[config.mk]
export PLATFORM = sky130hd
export DESIGN_NAME = muldiv_ctrl_flat
export DESIGN_NICKNAME = d
export VERILOG_FILES = /design/src/rtl/muldiv_ctrl_pkg.sv /design/src/rtl/muldiv_ctrl_if.sv /design/src/rtl/muldiv_ctrl_step.sv /design/src/rtl/muldiv_ctrl.sv /design/src/flat_wrapper.sv
export SDC_FILE = /design/constraint.sdc
export NUM_CORES = 1
export LEC_CHECK = 0
export CAP_MARGIN = 20
export CORE_MARGIN = 3
export CORE_UTILIZATION = 45
export CTS_BUF_LIST = sky130_fd_sc_hd__clkbuf_2 sky130_fd_sc_hd__clkbuf_4 sky130_fd_sc_hd__clkbuf_8
export CTS_CLUSTER_SIZE = 8
export DETAILED_ROUTE_END_ITERATION = 10
export GPL_ROUTABILITY_DRIVEN = 1
export GPL_TIMING_DRIVEN = 0
export PLACE_DENSITY = 0.7
export SKIP_CTS_REPAIR_TIMING = 1
export SLEW_MARGIN = 40
export SYNTH_ARGS = -nofsm -noshare
export SYNTH_HDL_FRONTEND = slang
export SYNTH_SLANG_ARGS = --single-unit
[constraint.sdc]
create_clock -name clk -period 2.96 [get_ports clk]
set_input_delay 0.296 -clock clk [delete_from_list [all_inputs] [get_ports clk]]
set_output_delay 0.296 -clock clk [all_outputs]
set_load 0.01 [all_outputs]
[src/rtl/muldiv_ctrl_pkg.sv]
// muldiv_ctrl_pkg
//   Shared encodings for the multiply/divide sequencer:
//     - MD_* operation encodings (MULT, MULTU, DIV, DIVU)
//     - FSM state encodings (MD_IDLE, MD_CALC, MD_FIX)
//     - small decode helpers for the op field
package muldiv_ctrl_pkg;

  // Operation encodings
  localparam logic [1:0] MD_MULT  = 2'b00;
  localparam logic [1:0] MD_MULTU = 2'b01;
  localparam logic [1:0] MD_DIV   = 2'b10;
  localparam logic [1:0] MD_DIVU  = 2'b11;

  // Sequencer states
  localparam logic [1:0] MD_IDLE  = 2'b00;
  localparam logic [1:0] MD_CALC  = 2'b01;
  localparam logic [1:0] MD_FIX   = 2'b10;

  // DIV/DIVU have op[1] set
  function automatic logic md_is_div(input logic [1:0] op);
    return op[1];
  endfunction

  // MULT/DIV (op[0] clear) treat operands as two's complement
  function automatic logic md_is_signed(input logic [1:0] op);
    return ~op[0];
  endfunction

endpackage

[src/rtl/muldiv_ctrl_if.sv]
// muldiv_ctrl_if
//   Issue/result bundle between the EX stage and the mul/div sequencer.
//   master : EX-stage side (drives start/op/operands/flush/MT writes)
//   slave  : muldiv_ctrl (drives busy/done and the HI/LO registers)
//   Signals: start, op[1:0], rs_val, rt_val, flush, mthi, mtlo,
//            hi_wdata, lo_wdata -> slave ; busy, done, hi, lo -> master
interface muldiv_ctrl_if #(
  parameter int WIDTH = 32
);
  logic             start;
  logic [1:0]       op;
  logic [WIDTH-1:0] rs_val;
  logic [WIDTH-1:0] rt_val;
  logic             flush;
  logic             mthi;
  logic             mtlo;
  logic [WIDTH-1:0] hi_wdata;
  logic [WIDTH-1:0] lo_wdata;
  logic             busy;
  logic             done;
  logic [WIDTH-1:0] hi;
  logic [WIDTH-1:0] lo;

  modport master (
    output start, op, rs_val, rt_val, flush, mthi, mtlo, hi_wdata, lo_wdata,
    input  busy, done, hi, lo
  );

  modport slave (
    input  start, op, rs_val, rt_val, flush, mthi, mtlo, hi_wdata, lo_wdata,
    output busy, done, hi, lo
  );
endinterface

[src/rtl/muldiv_ctrl_step.sv]
// muldiv_ctrl_step
//   One combinational iteration of the unsigned sequencer datapath.
//   Multiply: {a,b} = {acc, multiplier}; conditionally add m (multiplicand)
//             to acc when b[0] is set, then shift the WIDTH*2+1 value right.
//   Divide:   {a,b} = {remainder, quotient/dividend}; shift left by one,
//             trial-subtract m (divisor), keep the difference when it fits.
//   Ports: is_div_i, a_i, b_i, m_i -> a_o, b_o
module muldiv_ctrl_step #(
  parameter int WIDTH = 32
) (
  input  logic             is_div_i,
  input  logic [WIDTH-1:0] a_i,
  input  logic [WIDTH-1:0] b_i,
  input  logic [WIDTH-1:0] m_i,
  output logic [WIDTH-1:0] a_o,
  output logic [WIDTH-1:0] b_o
);

  logic [WIDTH:0] sum_s;
  logic [WIDTH:0] shifted_s;
  logic [WIDTH:0] diff_s;
  logic           fits_s;

  // Shift-add multiply step or restoring divide step
  always_comb begin
    if (b_i[0]) begin
      sum_s = {1'b0, a_i} + {1'b0, m_i};
    end else begin
      sum_s = {1'b0, a_i};
    end
    shifted_s = {a_i, b_i[WIDTH-1]};
    diff_s    = shifted_s - {1'b0, m_i};
    fits_s    = (shifted_s >= {1'b0, m_i});
    if (is_div_i) begin
      if (fits_s) begin
        a_o = diff_s[WIDTH-1:0];
        b_o = {b_i[WIDTH-2:0], 1'b1};
      end else begin
        a_o = shifted_s[WIDTH-1:0];
        b_o = {b_i[WIDTH-2:0], 1'b0};
      end
    end else begin
      // carry out of the add shifts down into acc, acc LSB into the multiplier
      a_o = sum_s[WIDTH:1];
      b_o = {sum_s[0], b_i[WIDTH-1:1]};
    end
  end

endmodule

[src/rtl/muldiv_ctrl.sv]
// muldiv_ctrl
//   Multi-cycle MULT/MULTU/DIV/DIVU sequencer and owner of HI/LO.
//   IDLE -start-> CALC (WIDTH cycles) -> FIX (sign fix-up, HI/LO write) -> IDLE.
//   Signed ops iterate on magnitudes; FIX restores the signs.
//   Ports: clk, rst_n (async active-low), md (muldiv_ctrl_if.slave):
//     start/op/rs_val/rt_val issue, flush kill, mthi/mtlo/hi_wdata/lo_wdata
//     idle-only HI/LO writes, busy/done status, hi/lo results.
//   Option: define MULDIV_FAST_ZERO_EN to skip CALC for zero-result ops
//     (MULT* with a zero operand, DIV* with zero dividend and nonzero divisor).
module muldiv_ctrl
  import muldiv_ctrl_pkg::*;
#(
  parameter int WIDTH = 32
) (
  input  logic          clk,
  input  logic          rst_n,
  muldiv_ctrl_if.slave  md
);

  localparam int CNT_W = $clog2(WIDTH) + 1;

  logic [1:0]         state_q, state_d;
  logic [CNT_W-1:0]   cnt_q, cnt_d;
  logic [WIDTH-1:0]   a_q, a_d;       // acc / remainder
  logic [WIDTH-1:0]   b_q, b_d;       // multiplier / quotient
  logic [WIDTH-1:0]   m_q, m_d;       // multiplicand / divisor
  logic               div_q, div_d;
  logic               neg_q, neg_d;   // negate product or quotient
  logic               rneg_q, rneg_d; // negate remainder
  logic               dz_q, dz_d;     // divide by zero
  logic               busy_q, busy_d;
  logic               done_q, done_d;
  logic [WIDTH-1:0]   hi_q, hi_d;
  logic [WIDTH-1:0]   lo_q, lo_d;

  logic               op_div_s;
  logic               sa_s;
  logic               sb_s;
  logic [WIDTH-1:0]   mag_a_s;
  logic [WIDTH-1:0]   mag_b_s;
  logic               fast_zero_s;
  logic [WIDTH-1:0]   step_a_s;
  logic [WIDTH-1:0]   step_b_s;
  logic [2*WIDTH-1:0] prod_s;
  logic [2*WIDTH-1:0] prod_fix_s;
  logic [WIDTH-1:0]   quo_fix_s;
  logic [WIDTH-1:0]   rem_fix_s;

  assign op_div_s = md_is_div(md.op);
  assign sa_s     = md_is_signed(md.op) & md.rs_val[WIDTH-1];
  assign sb_s     = md_is_signed(md.op) & md.rt_val[WIDTH-1];

`ifdef MULDIV_FAST_ZERO_EN
  assign fast_zero_s = op_div_s
                     ? ((md.rs_val == {WIDTH{1'b0}}) && (md.rt_val != {WIDTH{1'b0}}))
                     : ((md.rs_val == {WIDTH{1'b0}}) || (md.rt_val == {WIDTH{1'b0}}));
`else
  assign fast_zero_s = 1'b0;
`endif

  // Operand magnitudes (the most negative value maps onto itself, unsigned-correct)
  always_comb begin
    if (sa_s) begin
      mag_a_s = {WIDTH{1'b0}} - md.rs_val;
    end else begin
      mag_a_s = md.rs_val;
    end
    if (sb_s) begin
      mag_b_s = {WIDTH{1'b0}} - md.rt_val;
    end else begin
      mag_b_s = md.rt_val;
    end
  end

  muldiv_ctrl_step #(.WIDTH(WIDTH)) u_step (
    .is_div_i (div_q),
    .a_i      (a_q),
    .b_i      (b_q),
    .m_i      (m_q),
    .a_o      (step_a_s),
    .b_o      (step_b_s)
  );

  // Sign fix-up of the finished magnitudes
  always_comb begin
    prod_s = {a_q, b_q};
    if (neg_q) begin
      prod_fix_s = {(2*WIDTH){1'b0}} - prod_s;
    end else begin
      prod_fix_s = prod_s;
    end
    if (dz_q) begin
      quo_fix_s = {WIDTH{1'b1}};
    end else if (neg_q) begin
      quo_fix_s = {WIDTH{1'b0}} - b_q;
    end else begin
      quo_fix_s = b_q;
    end
    // with a zero divisor the remainder iterates to |rs|; restoring its sign gives raw rs
    if (rneg_q) begin
      rem_fix_s = {WIDTH{1'b0}} - a_q;
    end else begin
      rem_fix_s = a_q;
    end
  end

  // Next-state: FSM, counter, datapath loads/steps and HI/LO writes
  always_comb begin
    state_d = state_q;
    cnt_d   = cnt_q;
    a_d     = a_q;
    b_d     = b_q;
    m_d     = m_q;
    div_d   = div_q;
    neg_d   = neg_q;
    rneg_d  = rneg_q;
    dz_d    = dz_q;
    busy_d  = busy_q;
    done_d  = 1'b0;
    hi_d    = hi_q;
    lo_d    = lo_q;
    case (state_q)
      MD_IDLE: begin
        if (md.start) begin
          // start beats a same-cycle MT write and a same-cycle flush
          div_d  = op_div_s;
          neg_d  = sa_s ^ sb_s;
          rneg_d = op_div_s & sa_s;
          dz_d   = op_div_s & (md.rt_val == {WIDTH{1'b0}});
          a_d    = {WIDTH{1'b0}};
          cnt_d  = {CNT_W{1'b0}};
          busy_d = 1'b1;
          if (op_div_s) begin
            b_d = mag_a_s;
            m_d = mag_b_s;
          end else begin
            b_d = mag_b_s;
            m_d = mag_a_s;
          end
          if (fast_zero_s) begin
            // zeroed magnitudes make FIX produce HI=LO=0
            b_d     = {WIDTH{1'b0}};
            neg_d   = 1'b0;
            rneg_d  = 1'b0;
            dz_d    = 1'b0;
            state_d = MD_FIX;
          end else begin
            state_d = MD_CALC;
          end
        end else begin
          busy_d = 1'b0;
          if (md.mthi) begin
            hi_d = md.hi_wdata;
          end else begin
            hi_d = hi_q;
          end
          if (md.mtlo) begin
            lo_d = md.lo_wdata;
          end else begin
            lo_d = lo_q;
          end
        end
      end
      MD_CALC: begin
        if (md.flush) begin
          state_d = MD_IDLE;
          busy_d  = 1'b0;
          cnt_d   = {CNT_W{1'b0}};
        end else begin
          a_d = step_a_s;
          b_d = step_b_s;
          if (cnt_q == CNT_W'(WIDTH - 1)) begin
            state_d = MD_FIX;
            cnt_d   = {CNT_W{1'b0}};
          end else begin
            cnt_d = cnt_q + CNT_W'(1);
          end
        end
      end
      MD_FIX: begin
        state_d = MD_IDLE;
        busy_d  = 1'b0;
        if (md.flush) begin
          hi_d = hi_q;
          lo_d = lo_q;
        end else begin
          done_d = 1'b1;
          if (div_q) begin
            hi_d = rem_fix_s;
            lo_d = quo_fix_s;
          end else begin
            hi_d = prod_fix_s[2*WIDTH-1:WIDTH];
            lo_d = prod_fix_s[WIDTH-1:0];
          end
        end
      end
      default: begin
        state_d = MD_IDLE;
        busy_d  = 1'b0;
        cnt_d   = {CNT_W{1'b0}};
      end
    endcase
  end

  // State and result registers, cleared asynchronously
  always_ff @(posedge clk or negedge rst_n) begin
    if (!rst_n) begin
      state_q <= MD_IDLE;
      cnt_q   <= {CNT_W{1'b0}};
      a_q     <= {WIDTH{1'b0}};
      b_q     <= {WIDTH{1'b0}};
      m_q     <= {WIDTH{1'b0}};
      div_q   <= 1'b0;
      neg_q   <= 1'b0;
      rneg_q  <= 1'b0;
      dz_q    <= 1'b0;
      busy_q  <= 1'b0;
      done_q  <= 1'b0;
      hi_q    <= {WIDTH{1'b0}};
      lo_q    <= {WIDTH{1'b0}};
    end else begin
      state_q <= state_d;
      cnt_q   <= cnt_d;
      a_q     <= a_d;
      b_q     <= b_d;
      m_q     <= m_d;
      div_q   <= div_d;
      neg_q   <= neg_d;
      rneg_q  <= rneg_d;
      dz_q    <= dz_d;
      busy_q  <= busy_d;
      done_q  <= done_d;
      hi_q    <= hi_d;
      lo_q    <= lo_d;
    end
  end

  assign md.busy = busy_q;
  assign md.done = done_q;
  assign md.hi   = hi_q;
  assign md.lo   = lo_q;

endmodule

[src/flat_wrapper.sv]
// flat-port wrapper written by rule: the top's interface ports become plain ports
module muldiv_ctrl_flat import muldiv_ctrl_pkg::*;
#(
  parameter int WIDTH = 32
)
  (clk, rst_n, md_start, md_op, md_rs_val, md_rt_val, md_flush, md_mthi, md_mtlo, md_hi_wdata, md_lo_wdata, md_busy, md_done, md_hi, md_lo);
  muldiv_ctrl_if #(.WIDTH(WIDTH)) md_i ();
  input  logic clk;
  input  logic rst_n;
  input wire logic [$bits(md_i.start)-1:0] md_start;
  input wire logic [$bits(md_i.op)-1:0] md_op;
  input wire logic [$bits(md_i.rs_val)-1:0] md_rs_val;
  input wire logic [$bits(md_i.rt_val)-1:0] md_rt_val;
  input wire logic [$bits(md_i.flush)-1:0] md_flush;
  input wire logic [$bits(md_i.mthi)-1:0] md_mthi;
  input wire logic [$bits(md_i.mtlo)-1:0] md_mtlo;
  input wire logic [$bits(md_i.hi_wdata)-1:0] md_hi_wdata;
  input wire logic [$bits(md_i.lo_wdata)-1:0] md_lo_wdata;
  output wire logic [$bits(md_i.busy)-1:0] md_busy;
  output wire logic [$bits(md_i.done)-1:0] md_done;
  output wire logic [$bits(md_i.hi)-1:0] md_hi;
  output wire logic [$bits(md_i.lo)-1:0] md_lo;
  assign md_i.start = md_start;
  assign md_i.op = md_op;
  assign md_i.rs_val = md_rs_val;
  assign md_i.rt_val = md_rt_val;
  assign md_i.flush = md_flush;
  assign md_i.mthi = md_mthi;
  assign md_i.mtlo = md_mtlo;
  assign md_i.hi_wdata = md_hi_wdata;
  assign md_i.lo_wdata = md_lo_wdata;
  assign md_busy = md_i.busy;
  assign md_done = md_i.done;
  assign md_hi = md_i.hi;
  assign md_lo = md_i.lo;
  muldiv_ctrl #(.WIDTH(WIDTH)) u_core (.clk(clk), .rst_n(rst_n), .md(md_i));
endmodule
==> impl_metrics.ini <==
[layout]
drive_above_1_share_pct = 14.3
fin_util_pct = 60.9
num-fill-cells = 2940
final_common_cell = a21oi_1
fin_area_um2 = 20100
mostFrequentLayoutCells = a21oi_1, clkdlybuf4s50_1, nand2_1
nNetsFinal = 2486
area.growth.synth_to_final_pct = 31.2

[worst_setup_path]
end_kind = flip-flop
crit_top_cell = inv_2
path_buf_inv = 2
cp_slowest_cell = or4b_4
timing.reg2reg.setup_slack_ps = -480
worstPathRequired_ps = 3330
startpoint_type = flip-flop
crit_chain = inv_2, ha_4, inv_2, fa_2, a21oi_4, o221ai_2, a22o_1, or4b_4, a311oi_4, o21ai_2, and4b_1, nor4_2, o31ai_1
path_delay_family = compound AO/OA/AOI/OAI gates
worst-path-max-fanout = 4
cpPeakStageDelay_ps = 580
critPathKind = reg2reg
arrival_ps = 3810

[power_and_ir_drop]
p_per_area_nw_per_um2 = 946
leakagePower_nw = 8.27
p_total_mw = 19.0
power_frac_comb_pct = 68.0
switching_share_pct = 49.7
peakVddDrop_mv = 0.495
power_frac_seq_pct = 21.7
clkPwrFrac_pct = 10.3
power.switching_mw = 9.44
intPower_mw = 9.57

[synth]
synth_cell_types = 85
synth.area.top_cells = dfrtp_1, a21oi_1, o21ai_0, ha_1, xnor2_1
synth_area_um2 = 15300
yosysTopAreaCell = dfrtp_1
synth_edf_count = 0
async_flop_share_pct = 100
synth_seq_area_share_pct = 28.4
ys_seq_elements = 174
yosys.area.top_type_share_pct = 28.4
yosys_warnings = 0
synth_fp_nets = 2193
avgSynthCellArea_um2 = 7.72
syn_inst = 1986
yosys_most_used_dff = dfrtp_1

[timing]
max_slew_margin_pct = 28.7
final_hold_viol_count = 0
setup_viol = 17
final-max-slew-violation-count = 0
fin_crit_ps = 3440
worst_pin_slew_ps = 1070
setup_slack_ps = -482
fin_worst_skew_ps = 18.1
rsz0062_at_grt = yes
max_freq_ghz = 0.291
min_period_over_period_pct = 116
fin_worst_hold_slack_ps = 308

[cts]
cts_tree = done
path_clk_slew_ps = 110
cts_root_buffer = clkbuf_8
clock_latency_ps = 500
clock-sinks = 174
htreeDepth = 4
numCtsBuffers = 17
cts_max_path_buffers = 2

[grt]
grt_pass1_vias = 15800
grt_pass1_wl_mm = 91.4
antenna_found_initial = 0
grt_max_degree = 66
overflow = 0
grt_usage_pct = 32.3

[die]
initial_utilization_pct = 46.4
placementRows = 66
core-area_um2 = 33000
pin_count = 202
die_area_um2 = 36300
die_h_um = 191
die_w_um = 191

[drt]
via_per_inst = 6.25
drt_iter0_markers = 1861
drtPass1Iterations = 7
drc = 0
wl_mm = 62.3
routedWlPerCell_um = 22.8
vias = 17100
drtAntennaViolNets = 0

[placement]
dp_hpwl_mm = 47.1
gp_congestion = 1.01
placed_area_um2 = 18000
port_buffers = 201

[worst_hold_path]
min_path_type = in2async

[outcome]
violations = negative setup slack
status = finished, violations left

[flow_run]
drv_cap = 0
## final cells by class
type / instances / area [µm²] / area share, %
diodes: 1 / 2.50 / 0.0124
plain buffers: 118 / 505 / 2.51
clock buffers: 18 / 241 / 1.20
clock inverters: 13 / 201 / 1.00
inverters: 70 / 278 / 1.38
multi-input cells: 1615 / 11200 / 55.8
flip-flops and latches: 174 / 4380 / 21.8
well taps: 442 / 553 / 2.75
repair buffers: 283 / 2720 / 13.5
## worst paths after layout
check / from / end / depth (start not counted)
min: rst_n / u_core.m_q[11]$_DFFE_PN0P_ / 2
min reg2reg: u_core.md.lo[20]$_DFFE_PN0P_ / u_core.md.lo[20]$_DFFE_PN0P_ / 2
max in group asynchronous: rst_n / u_core.b_q[0]$_DFFE_PN0P_ / 3
max: u_core.b_q[31]$_DFFE_PN0P_ / u_core.a_q[28]$_DFFE_PN0P_ / 13
min in group clk: md_hi_wdata[31] / u_core.md.hi[31]$_DFFE_PN0P_ / 3
max reg2reg: u_core.b_q[31]$_DFFE_PN0P_ / u_core.a_q[28]$_DFFE_PN0P_ / 13
## layer usage
layer / vias up / track usage (%) / routed length [µm]
met5: - / 0 / 0
met4: 0 / 12.0 / 2740
met3: 162 / 5.31 / 6570
met2: 1060 / 51.0 / 27400
met1: 8083 / 44.6 / 25600
li1: 7791 / - / -
## cells by family after synthesis
kind of cell / count (synthesis) / synth area share [%]
buf+inv: 197 / 4.94
compound gates: 693 / 28.0
mux: 59 / 3.93
xor+xnor: 163 / 9.32
simple gates: 629 / 19.5
fa+ha+maj: 71 / 5.90
flops: 174 / 28.4
## cells in the mapped netlist (38+ instances only)
library cell  count
xnor2_1          95
clkbuf_1        108
inv_1            70
o22ai_1          38
mux2i_1          50
a21oi_1         221
dfrtp_1         174
ha_1             69
nor2_1          177
nor3_1           44
o21ai_0         180
xor2_1           68
nand3_1          49
nand2_1         194
## through the flow
stage               std cells  setup slack, ps  TNS (ps)
floorplan                1986            -82.8     -89.3
global placement         2629            -6020  -1098300
detailed placement       2631             -945    -54220
CTS                      2662             -956    -38420
global route             2733             -511     -5860
finish                   2734             -482     -2410
## power by group through the flow
stage	registers (mW)	clock network, mW	logic, mW
floorplan	3.77	0	7.18
global placement	4.09	0	10.1
detailed placement	4.11	0	10.3
CTS	4.06	1.97	10.3
global route	4.17	2.07	13.8
finish	4.12	1.96	12.9
## worst register-to-register path: cells and delay by family (launching register included)
kind | cells | cell delay [ps]
adder cells (fa/ha/maj) | 2 | 540
AO/OA/AOI/OAI | 6 | 1110
buffers and inverters | 2 | 150
AND/OR/NAND/NOR | 3 | 1080
flip-flops | 1 | 450
## sequential cells by signal, indices dropped and copies added (netlist names), 2 cells and up
register        cells
u_core.cnt_q        6
u_core.m_q         32
u_core.b_q         32
u_core.state_q      2
u_core.md.hi       32
u_core.md.lo       32
u_core.a_q         32
(Power assumes the default switching activity.)
